### config.mk
export PLATFORM = sky130hd
export DESIGN_NAME = pipe_mem_arbiter_flat
export DESIGN_NICKNAME = d
export VERILOG_FILES = /design/src/rtl/pipe_mem_arbiter_pkg.sv /design/src/rtl/pipe_mem_arbiter_if.sv /design/src/rtl/pipe_mem_arbiter_timer.sv /design/src/rtl/pipe_mem_arbiter.sv /design/src/flat_wrapper.sv
export SDC_FILE = /design/constraint.sdc
export NUM_CORES = 1
export LEC_CHECK = 0
export ABC_CLOCK_PERIOD_IN_PS = 1600
export CAP_MARGIN = 0
export CORE_MARGIN = 3
export CORE_UTILIZATION = 38
export CTS_BUF_LIST = sky130_fd_sc_hd__clkbuf_16
export DETAILED_ROUTE_END_ITERATION = 10
export PLACE_DENSITY = 0.8
export SETUP_SLACK_MARGIN = 0.15
export SYNTH_ARGS = -nofsm -noshare
export SYNTH_HDL_FRONTEND = slang
export SYNTH_SLANG_ARGS = --single-unit
### constraint.sdc
create_clock -name clk -period 1.6 [get_ports clk]
set_input_delay 0.4 -clock clk [delete_from_list [all_inputs] [get_ports clk]]
set_output_delay 0.4 -clock clk [all_outputs]
set_load 0.02 [all_outputs]
### src/rtl/pipe_mem_arbiter_pkg.sv
// Shared types and constants for the fetch/data memory-port arbiter.
package pipe_mem_arbiter_pkg;

    localparam int unsigned AVM_BE_W = 4;
    localparam logic [AVM_BE_W-1:0] BE_ALL = '1;

    typedef enum logic [2:0] {
        ST_IDLE,
        ST_D_BUS,
        ST_D_RD,
        ST_F_BUS,
        ST_F_RD,
        ST_DONE
    } arb_state_t;

    // Avalon transfer accepted this cycle
    function automatic logic avm_accept(input logic rd, input logic wr, input logic waitreq);
        return (rd | wr) & ~waitreq;
    endfunction

endpackage

### src/rtl/pipe_mem_arbiter_if.sv
// Pipeline-side request/response and Avalon memory signals of the arbiter.
interface pipe_mem_arbiter_if
    import pipe_mem_arbiter_pkg::*;
#(
    parameter int unsigned ADDR_W = 32,
    parameter int unsigned DATA_W = 32
);
    logic                if_req;
    logic [ADDR_W-1:0]   if_addr;
    logic                d_read;
    logic                d_write;
    logic [ADDR_W-1:0]   d_addr;
    logic [AVM_BE_W-1:0] d_byteenable;
    logic [DATA_W-1:0]   d_writedata;
    logic                fetch_sel;
    logic                stall;
    logic [DATA_W-1:0]   if_rdata;
    logic                if_valid;
    logic [DATA_W-1:0]   d_rdata;
    logic                d_valid;
    logic                bus_err;
    logic [ADDR_W-1:0]   avm_address;
    logic                avm_read;
    logic                avm_write;
    logic [AVM_BE_W-1:0] avm_byteenable;
    logic [DATA_W-1:0]   avm_writedata;
    logic                avm_waitrequest;
    logic [DATA_W-1:0]   avm_readdata;

    modport master (
        input  if_req, if_addr, d_read, d_write, d_addr, d_byteenable, d_writedata,
        input  avm_waitrequest, avm_readdata,
        output fetch_sel, stall, if_rdata, if_valid, d_rdata, d_valid, bus_err,
        output avm_address, avm_read, avm_write, avm_byteenable, avm_writedata
    );

    modport slave (
        output if_req, if_addr, d_read, d_write, d_addr, d_byteenable, d_writedata,
        output avm_waitrequest, avm_readdata,
        input  fetch_sel, stall, if_rdata, if_valid, d_rdata, d_valid, bus_err,
        input  avm_address, avm_read, avm_write, avm_byteenable, avm_writedata
    );
endinterface

### src/rtl/pipe_mem_arbiter_timer.sv
// Waitrequest counter; flags the cycle on which an access has waited MAX_WAIT cycles.
module pipe_mem_arbiter_timer #(
    parameter int unsigned MAX_WAIT = 255
) (
    input  logic clk,
    input  logic reset_n,
    input  logic i_busy,
    input  logic i_waitreq,
    output logic o_timeout_c
);
    localparam int unsigned CNT_W = $clog2(MAX_WAIT + 1);

    logic [CNT_W-1:0] r_cnt;

    assign o_timeout_c = i_busy & i_waitreq & (r_cnt == CNT_W'(MAX_WAIT - 1));

    always_ff @(posedge clk or negedge reset_n) begin
        if (!reset_n)
            r_cnt <= '0;
        else if (i_busy & i_waitreq & ~o_timeout_c)
            r_cnt <= r_cnt + CNT_W'(1);
        else
            r_cnt <= '0;
    end
endmodule

### src/rtl/pipe_mem_arbiter.sv
// Serialises one data access then one instruction fetch per pipeline advance onto a single Avalon port.
module pipe_mem_arbiter
    import pipe_mem_arbiter_pkg::*;
#(
    parameter int unsigned ADDR_W   = 32,
    parameter int unsigned DATA_W   = 32,
    parameter int unsigned MAX_WAIT = 255
) (
    input  logic               clk,
    input  logic               reset_n,
    pipe_mem_arbiter_if.master bus
);
    arb_state_t          r_state, w_state_nxt;
    logic [ADDR_W-1:0]   r_addr, w_addr_nxt;
    logic                r_read, w_read_nxt;
    logic                r_write, w_write_nxt;
    logic [AVM_BE_W-1:0] r_be, w_be_nxt;
    logic [DATA_W-1:0]   r_wdata, w_wdata_nxt;
    logic [DATA_W-1:0]   r_if_rdata, w_if_rdata_nxt;
    logic [DATA_W-1:0]   r_d_rdata, w_d_rdata_nxt;
    logic                r_if_valid, w_if_valid_nxt;
    logic                r_d_valid, w_d_valid_nxt;
    logic                r_bus_err, w_bus_err_nxt;
    logic                r_to, w_to_nxt;
    logic                r_d_served, w_d_served_nxt;
    logic                r_load, w_load_nxt;
    logic                r_fetch, w_fetch_nxt;
    logic                w_timeout, w_bus_done, w_d_req, w_start_fetch;

    pipe_mem_arbiter_timer #(.MAX_WAIT(MAX_WAIT)) u_timer (
        .clk         (clk),
        .reset_n     (reset_n),
        .i_busy      (r_read | r_write),
        .i_waitreq   (bus.avm_waitrequest),
        .o_timeout_c (w_timeout)
    );

    assign w_bus_done = avm_accept(r_read, r_write, bus.avm_waitrequest) | w_timeout;
    assign w_d_req    = bus.d_read | bus.d_write;

    always_comb begin
        w_state_nxt    = r_state;
        w_addr_nxt     = r_addr;
        w_read_nxt     = r_read;
        w_write_nxt    = r_write;
        w_be_nxt       = r_be;
        w_wdata_nxt    = r_wdata;
        w_if_rdata_nxt = r_if_rdata;
        w_d_rdata_nxt  = r_d_rdata;
        w_if_valid_nxt = 1'b0;
        w_d_valid_nxt  = 1'b0;
        w_bus_err_nxt  = r_bus_err | w_timeout;
        w_to_nxt       = r_to;
        w_d_served_nxt = r_d_served;
        w_load_nxt     = r_load;
        w_fetch_nxt    = r_fetch;
        w_start_fetch  = 1'b0;

        case (r_state)
            ST_IDLE: begin
                w_d_served_nxt = 1'b0;
                w_load_nxt     = 1'b0;
                w_fetch_nxt    = 1'b0;
                w_to_nxt       = 1'b0;
                if (w_d_req) begin
                    // simultaneous read and write resolves to a write
                    w_state_nxt    = ST_D_BUS;
                    w_addr_nxt     = bus.d_addr;
                    w_read_nxt     = bus.d_read & ~bus.d_write;
                    w_write_nxt    = bus.d_write;
                    w_be_nxt       = bus.d_byteenable;
                    w_wdata_nxt    = bus.d_writedata;
                    w_d_served_nxt = 1'b1;
                    w_load_nxt     = bus.d_read & ~bus.d_write;
                end else if (bus.if_req) begin
                    w_start_fetch = 1'b1;
                end
            end
            ST_D_BUS: begin
                if (w_bus_done) begin
                    w_read_nxt  = 1'b0;
                    w_write_nxt = 1'b0;
                    w_to_nxt    = w_timeout;
                    if (r_load)
                        w_state_nxt = ST_D_RD;
                    else if (bus.if_req)
                        w_start_fetch = 1'b1;
                    else
                        w_state_nxt = ST_DONE;
                end
            end
            ST_D_RD: begin
                w_d_rdata_nxt = r_to ? '0 : bus.avm_readdata;
                w_to_nxt      = 1'b0;
                if (bus.if_req)
                    w_start_fetch = 1'b1;
                else
                    w_state_nxt = ST_DONE;
            end
            ST_F_BUS: begin
                if (w_bus_done) begin
                    w_read_nxt  = 1'b0;
                    w_to_nxt    = w_timeout;
                    w_state_nxt = ST_F_RD;
                end
            end
            ST_F_RD: begin
                w_if_rdata_nxt = r_to ? '0 : bus.avm_readdata;
                w_state_nxt    = ST_DONE;
            end
            ST_DONE:  w_state_nxt = ST_IDLE;
            default:  w_state_nxt = ST_IDLE;
        endcase

        if (w_start_fetch) begin
            w_state_nxt = ST_F_BUS;
            w_addr_nxt  = bus.if_addr;
            w_read_nxt  = 1'b1;
            w_write_nxt = 1'b0;
            w_be_nxt    = BE_ALL;
            w_fetch_nxt = 1'b1;
            w_to_nxt    = 1'b0;
        end

        // valids pulse only during the single DONE cycle
        if (w_state_nxt == ST_DONE && r_state != ST_DONE) begin
            w_if_valid_nxt = w_fetch_nxt;
            w_d_valid_nxt  = w_load_nxt;
        end
    end

    always_ff @(posedge clk or negedge reset_n) begin
        if (!reset_n) begin
            r_state    <= ST_IDLE;
            r_addr     <= '0;
            r_read     <= 1'b0;
            r_write    <= 1'b0;
            r_be       <= '0;
            r_wdata    <= '0;
            r_if_rdata <= '0;
            r_d_rdata  <= '0;
            r_if_valid <= 1'b0;
            r_d_valid  <= 1'b0;
            r_bus_err  <= 1'b0;
            r_to       <= 1'b0;
            r_d_served <= 1'b0;
            r_load     <= 1'b0;
            r_fetch    <= 1'b0;
        end else begin
            r_state    <= w_state_nxt;
            r_addr     <= w_addr_nxt;
            r_read     <= w_read_nxt;
            r_write    <= w_write_nxt;
            r_be       <= w_be_nxt;
            r_wdata    <= w_wdata_nxt;
            r_if_rdata <= w_if_rdata_nxt;
            r_d_rdata  <= w_d_rdata_nxt;
            r_if_valid <= w_if_valid_nxt;
            r_d_valid  <= w_d_valid_nxt;
            r_bus_err  <= w_bus_err_nxt;
            r_to       <= w_to_nxt;
            r_d_served <= w_d_served_nxt;
            r_load     <= w_load_nxt;
            r_fetch    <= w_fetch_nxt;
        end
    end

    assign bus.stall     = (r_state != ST_DONE) & ((r_state != ST_IDLE) | w_d_req | bus.if_req);
    assign bus.fetch_sel = (r_state == ST_F_BUS) | (r_state == ST_F_RD) |
                           ((r_state == ST_DONE) & ~r_d_served);

    assign bus.avm_address    = r_addr;
    assign bus.avm_read       = r_read;
    assign bus.avm_write      = r_write;
    assign bus.avm_byteenable = r_be;
    assign bus.avm_writedata  = r_wdata;
    assign bus.if_rdata       = r_if_rdata;
    assign bus.d_rdata        = r_d_rdata;
    assign bus.if_valid       = r_if_valid;
    assign bus.d_valid        = r_d_valid;
    assign bus.bus_err        = r_bus_err;
endmodule

### src/flat_wrapper.sv
// flat-port wrapper written by rule: the top's interface ports become plain ports
module pipe_mem_arbiter_flat import pipe_mem_arbiter_pkg::*;
#(
    parameter int unsigned ADDR_W   = 32,
    parameter int unsigned DATA_W   = 32,
    parameter int unsigned MAX_WAIT = 255
)
  (clk, reset_n, bus_if_req, bus_if_addr, bus_d_read, bus_d_write, bus_d_addr, bus_d_byteenable, bus_d_writedata, bus_avm_waitrequest, bus_avm_readdata, bus_fetch_sel, bus_stall, bus_if_rdata, bus_if_valid, bus_d_rdata, bus_d_valid, bus_bus_err, bus_avm_address, bus_avm_read, bus_avm_write, bus_avm_byteenable, bus_avm_writedata);
  pipe_mem_arbiter_if #(.ADDR_W(ADDR_W), .DATA_W(DATA_W)) bus_i ();
  input  logic clk;
  input  logic reset_n;
  input wire logic [$bits(bus_i.if_req)-1:0] bus_if_req;
  input wire logic [$bits(bus_i.if_addr)-1:0] bus_if_addr;
  input wire logic [$bits(bus_i.d_read)-1:0] bus_d_read;
  input wire logic [$bits(bus_i.d_write)-1:0] bus_d_write;
  input wire logic [$bits(bus_i.d_addr)-1:0] bus_d_addr;
  input wire logic [$bits(bus_i.d_byteenable)-1:0] bus_d_byteenable;
  input wire logic [$bits(bus_i.d_writedata)-1:0] bus_d_writedata;
  input wire logic [$bits(bus_i.avm_waitrequest)-1:0] bus_avm_waitrequest;
  input wire logic [$bits(bus_i.avm_readdata)-1:0] bus_avm_readdata;
  output wire logic [$bits(bus_i.fetch_sel)-1:0] bus_fetch_sel;
  output wire logic [$bits(bus_i.stall)-1:0] bus_stall;
  output wire logic [$bits(bus_i.if_rdata)-1:0] bus_if_rdata;
  output wire logic [$bits(bus_i.if_valid)-1:0] bus_if_valid;
  output wire logic [$bits(bus_i.d_rdata)-1:0] bus_d_rdata;
  output wire logic [$bits(bus_i.d_valid)-1:0] bus_d_valid;
  output wire logic [$bits(bus_i.bus_err)-1:0] bus_bus_err;
  output wire logic [$bits(bus_i.avm_address)-1:0] bus_avm_address;
  output wire logic [$bits(bus_i.avm_read)-1:0] bus_avm_read;
  output wire logic [$bits(bus_i.avm_write)-1:0] bus_avm_write;
  output wire logic [$bits(bus_i.avm_byteenable)-1:0] bus_avm_byteenable;
  output wire logic [$bits(bus_i.avm_writedata)-1:0] bus_avm_writedata;
  assign bus_i.if_req = bus_if_req;
  assign bus_i.if_addr = bus_if_addr;
  assign bus_i.d_read = bus_d_read;
  assign bus_i.d_write = bus_d_write;
  assign bus_i.d_addr = bus_d_addr;
  assign bus_i.d_byteenable = bus_d_byteenable;
  assign bus_i.d_writedata = bus_d_writedata;
  assign bus_i.avm_waitrequest = bus_avm_waitrequest;
  assign bus_i.avm_readdata = bus_avm_readdata;
  assign bus_fetch_sel = bus_i.fetch_sel;
  assign bus_stall = bus_i.stall;
  assign bus_if_rdata = bus_i.if_rdata;
  assign bus_if_valid = bus_i.if_valid;
  assign bus_d_rdata = bus_i.d_rdata;
  assign bus_d_valid = bus_i.d_valid;
  assign bus_bus_err = bus_i.bus_err;
  assign bus_avm_address = bus_i.avm_address;
  assign bus_avm_read = bus_i.avm_read;
  assign bus_avm_write = bus_i.avm_write;
  assign bus_avm_byteenable = bus_i.avm_byteenable;
  assign bus_avm_writedata = bus_i.avm_writedata;
  pipe_mem_arbiter #(.ADDR_W(ADDR_W), .DATA_W(DATA_W), .MAX_WAIT(MAX_WAIT)) u_core (.clk(clk), .reset_n(reset_n), .bus(bus_i));
endmodule
==> results of run 1 <==
## synth_stat cells (5+ instances only)
master / number / share of area (%)
o21ai_0: 70 / 5.6
nand3_1: 5 / 0.40
clkbuf_1: 20 / 1.2
mux2i_1: 5 / 0.80
mux2_2: 32 / 5.8
inv_1: 7 / 0.42
a221o_1: 32 / 5.2
dfrtp_1: 152 / 61
buf_2: 6 / 0.48
nand2_1: 114 / 6.9
nor2_1: 14 / 0.85
buf_6: 6 / 1.1
and2_1: 32 / 3.2
## per-stage QoR
step / power, uW / setup TNS, ps / instances / area (sq um)
2_1_floorplan: 12300 / -4530 / 545 / 6280
3_3_place_gp: 17200 / -37770 / 1042 / 9500
3_5_place_dp: 17500 / -41000 / 1042 / 9500
4_1_cts: 21500 / -11530 / 1090 / 9950
5_1_grt: 24300 / -17500 / 1109 / 10700
6_report: 23000 / -11770 / 1109 / 10700
## registers in the layout, indices dropped and copies added (netlist names), 3 cells and up
register                   cells
u_core.bus.avm_address        32
u_core.bus.avm_byteenable      4
u_core.bus.avm_writedata      32
u_core.bus.d_rdata            32
u_core.bus.if_rdata           32
u_core.r_state                 3
u_core.u_timer.r_cnt           8
## cell type report
class                           instances  area (sq um)  area share (%)
Clock buffer                           17           425            3.99
Clock inverter                         15           153            1.43
Inverter                                7          26.3           0.247
Multi-Input combinational cell        352          2790            26.2
Sequential cell                       152          3810            35.7
Tap cell                              216           270            2.54
Timing Repair Buffer                  350          3180            29.8
## worst max-delay path: stages, from the launching register on
cell     delay [ps]
dfrtp_1         430
or3_4           450
nor2_8          130
or2_4           170
nand2_8         140
a221o_1         360
## path summary, 6_finish.rpt
path,endpoint,cells after the start
min reg2reg,u_core.bus.d_rdata[22]$_DFFE_PN0P_,2
max,u_core.bus.avm_address[31]$_DFFE_PN0P_,5
max reg2reg,u_core.bus.avm_address[31]$_DFFE_PN0P_,5
min,u_core.bus.if_rdata[23]$_DFFE_PN0P_,2
min in group clk,u_core.bus.d_rdata[22]$_DFFE_PN0P_,2
max in group asynchronous,u_core.bus.avm_write$_DFFE_PN0P_,3
## cell families after synthesis
group	count (synthesis)
DFF	152
muxes	37
AOI/OAI and AO/OA	121
and+or+nand+nor	186
buffers and inverters	41
adders and majority gates	2
xor gates and xnor gates	6
## power by group through the flow
stage / registers [uW] / logic, uW / clock network, uW
2_1_floorplan: 8770 / 3540 / 0
3_3_place_gp: 6690 / 10500 / 0
3_5_place_dp: 6750 / 10800 / 0
4_1_cts: 6710 / 10700 / 4060
5_1_grt: 7170 / 12800 / 4250
6_report: 6980 / 12100 / 4000
## cell usage in the layout, fill, tap and decap left out, types with 24 or more instances in the layout
master           instances
dfrtp_1                149
buf_2                  138
clkdlybuf4s50_1        133
nand2_1                 76
mux2_4                  32
and2_1                  32
a221o_1                 32
buf_4                   25
o21ai_1                 24
nand2_4                 24
clkbuf_16               24
## routing by layer
metal	routed length (microns)	part of all wire (%)	GRT usage [%]
met5	13	0.057	0
met2	11700	52	40.1
met3	2000	8.8	7.35
met4	502	2.2	6.97
met1	8460	37	27.8
## what timing repair did
item | in CTS | in global routing
gates cloned | 9 | 11
gates resized for setup | 649 | 141
endpoints found under the hold margin | 20 | 0
endpoints found under the setup margin | 251 | 149
pin swaps | 12 | 50
hold buffers | 1 | 0
setup buffers | 6 | 8
==> impl_metrics.csv, run 1 <==
group,metric,value,unit
grt,grtUsageTotal,23.2,%
setup_path,criticalPathCategory,"flop to flop",
grt,grt_start_max_net_pins,65,
routing,drt_iter0_drc,224,
status,status,"complete, but fails checks",
final_layout,nNetsFinal,1020,
setup_path,crit_start,"u_core.r_state[2]$_DFF_PN0_",
clocking,cts_tree,"done",
placed_design,post-place-ws,-687,ps
sta,layout_setup_ws,-218,ps
yosys,synthArstFlopShare,100,%
routing,drcViolationCount,0,
setup_path,end_kind,"flop",
die,core-area,0.0159,sq mm
sta,finalCritPeriodShare,114,%
clocking,clock_sinks,152,
sta,fin_skew,8.12,ps
die,initial_core_util,39.0,%
final_layout,drive_gt1_share,41.0,%
die,num_rows,46,
grt,grt_pass1_wl,32500,microns
clocking,clkTransAtPathRegs,70,ps
clocking,cts-root-buf,"clkbuf_16",
sta,slew_violations,0,
yosys,synth-seq-cells,152,
power,switchingPower,9350,uW
sta,setup_viol,105,
sta,slew_headroom,74.8,%
power,combPwrFrac,52.4,%
yosys,yosysWarnings,0,
sta,fmax,0.550,GHz
setup_path,cp.required,1900,ps
power,p_leak,0.00507,uW
yosys,synthAdderAreaFrac,0.402,%
final_layout,antennaDiodeCount,0,
routing,drtPass1Iterations,4,
routing,wl_per_cell,20.5,microns
yosys,synth_nets,685,
yosys,syn_avg_cell_area,11.4,sq um
grt,antenna_found_initial,1,
setup_path,ff2ff_setup_slack,-220,ps
yosys,synthXorXnorAreaFrac,0.845,%
setup_path,path_max_fanout,32,
sta,rsz0062_at_grt,"yes",
final_layout,final_core_util,66.8,%
die,die_w,134,microns
clocking,ctsLongestPathBuffers,2,
yosys,synth-edff-count,0,
setup_path,crit_arrival,2120,ps
die,chipHeight,134,microns
placed_design,dp_hpwl,13800,microns
yosys,synth_top_family_by_area,"simple AND/OR/NAND/NOR gates",
power,ir_drop,1.12,mV
yosys,ys.flop_type,"dfrtp_1",
yosys,synth_compound_area_share,13.5,%
power,p_sw_share,40.6,%
yosys,synth_cell_type_count,48,
setup_path,r2r-start,"u_core.r_state[2]$_DFF_PN0_",
routing,drt.antenna.violating_nets,0,
sta,post-route-min-period,1820,ps
yosys,seq_area_frac_synth,61.2,%
routing,routed_via_density,5.14,
yosys,synth_simple_gate_area_share,14.1,%
power,p_per_area,2160,mW/mm^2
routing,vias,5698,
status,violations,"setup timing",
power,internal-power,13700,uW
final_layout,synthToLayoutAreaGrowth,71.3,%
worst_hold_path,holdCritPathClass,"input pin to asynchronous set/reset pin",
sta,hold_slack,422,ps
clocking,cts_inserted_buffers,17,
placed_design,gp_congestion,0.850,
clocking,clk_latency,420,ps
routing,wirelength,22700,microns
sta,finalHoldViolations,0,
sta,tightest_slew,378,ps
setup_path,crit_path_start_kind,"flop",
placed_design,numPortBuffers,276,
grt,grt_pass1_vias,5857,
grt,overflow,0,
yosys,muxShareOfSynthArea,6.60,%
die,dieArea,0.0179,sq mm
clocking,htreeDepth,4,
yosys,netlist_instances,545,
power,seqPwrFrac,30.3,%
final_layout,num-fill-cells,1187,
job,cap_violations,0,
yosys,netlist_area,0.00622,sq mm
power,clkPwrFrac,17.4,%
die,ios,277,
Power figures use the tool's default switching activity.
==> run 2, diff against run 1 <==
CTS_CLUSTER_DIAMETER = 50   (was not set)
==> results of run 2 <==
No change in the layout: final DEF, timing and power equal those of run 1.
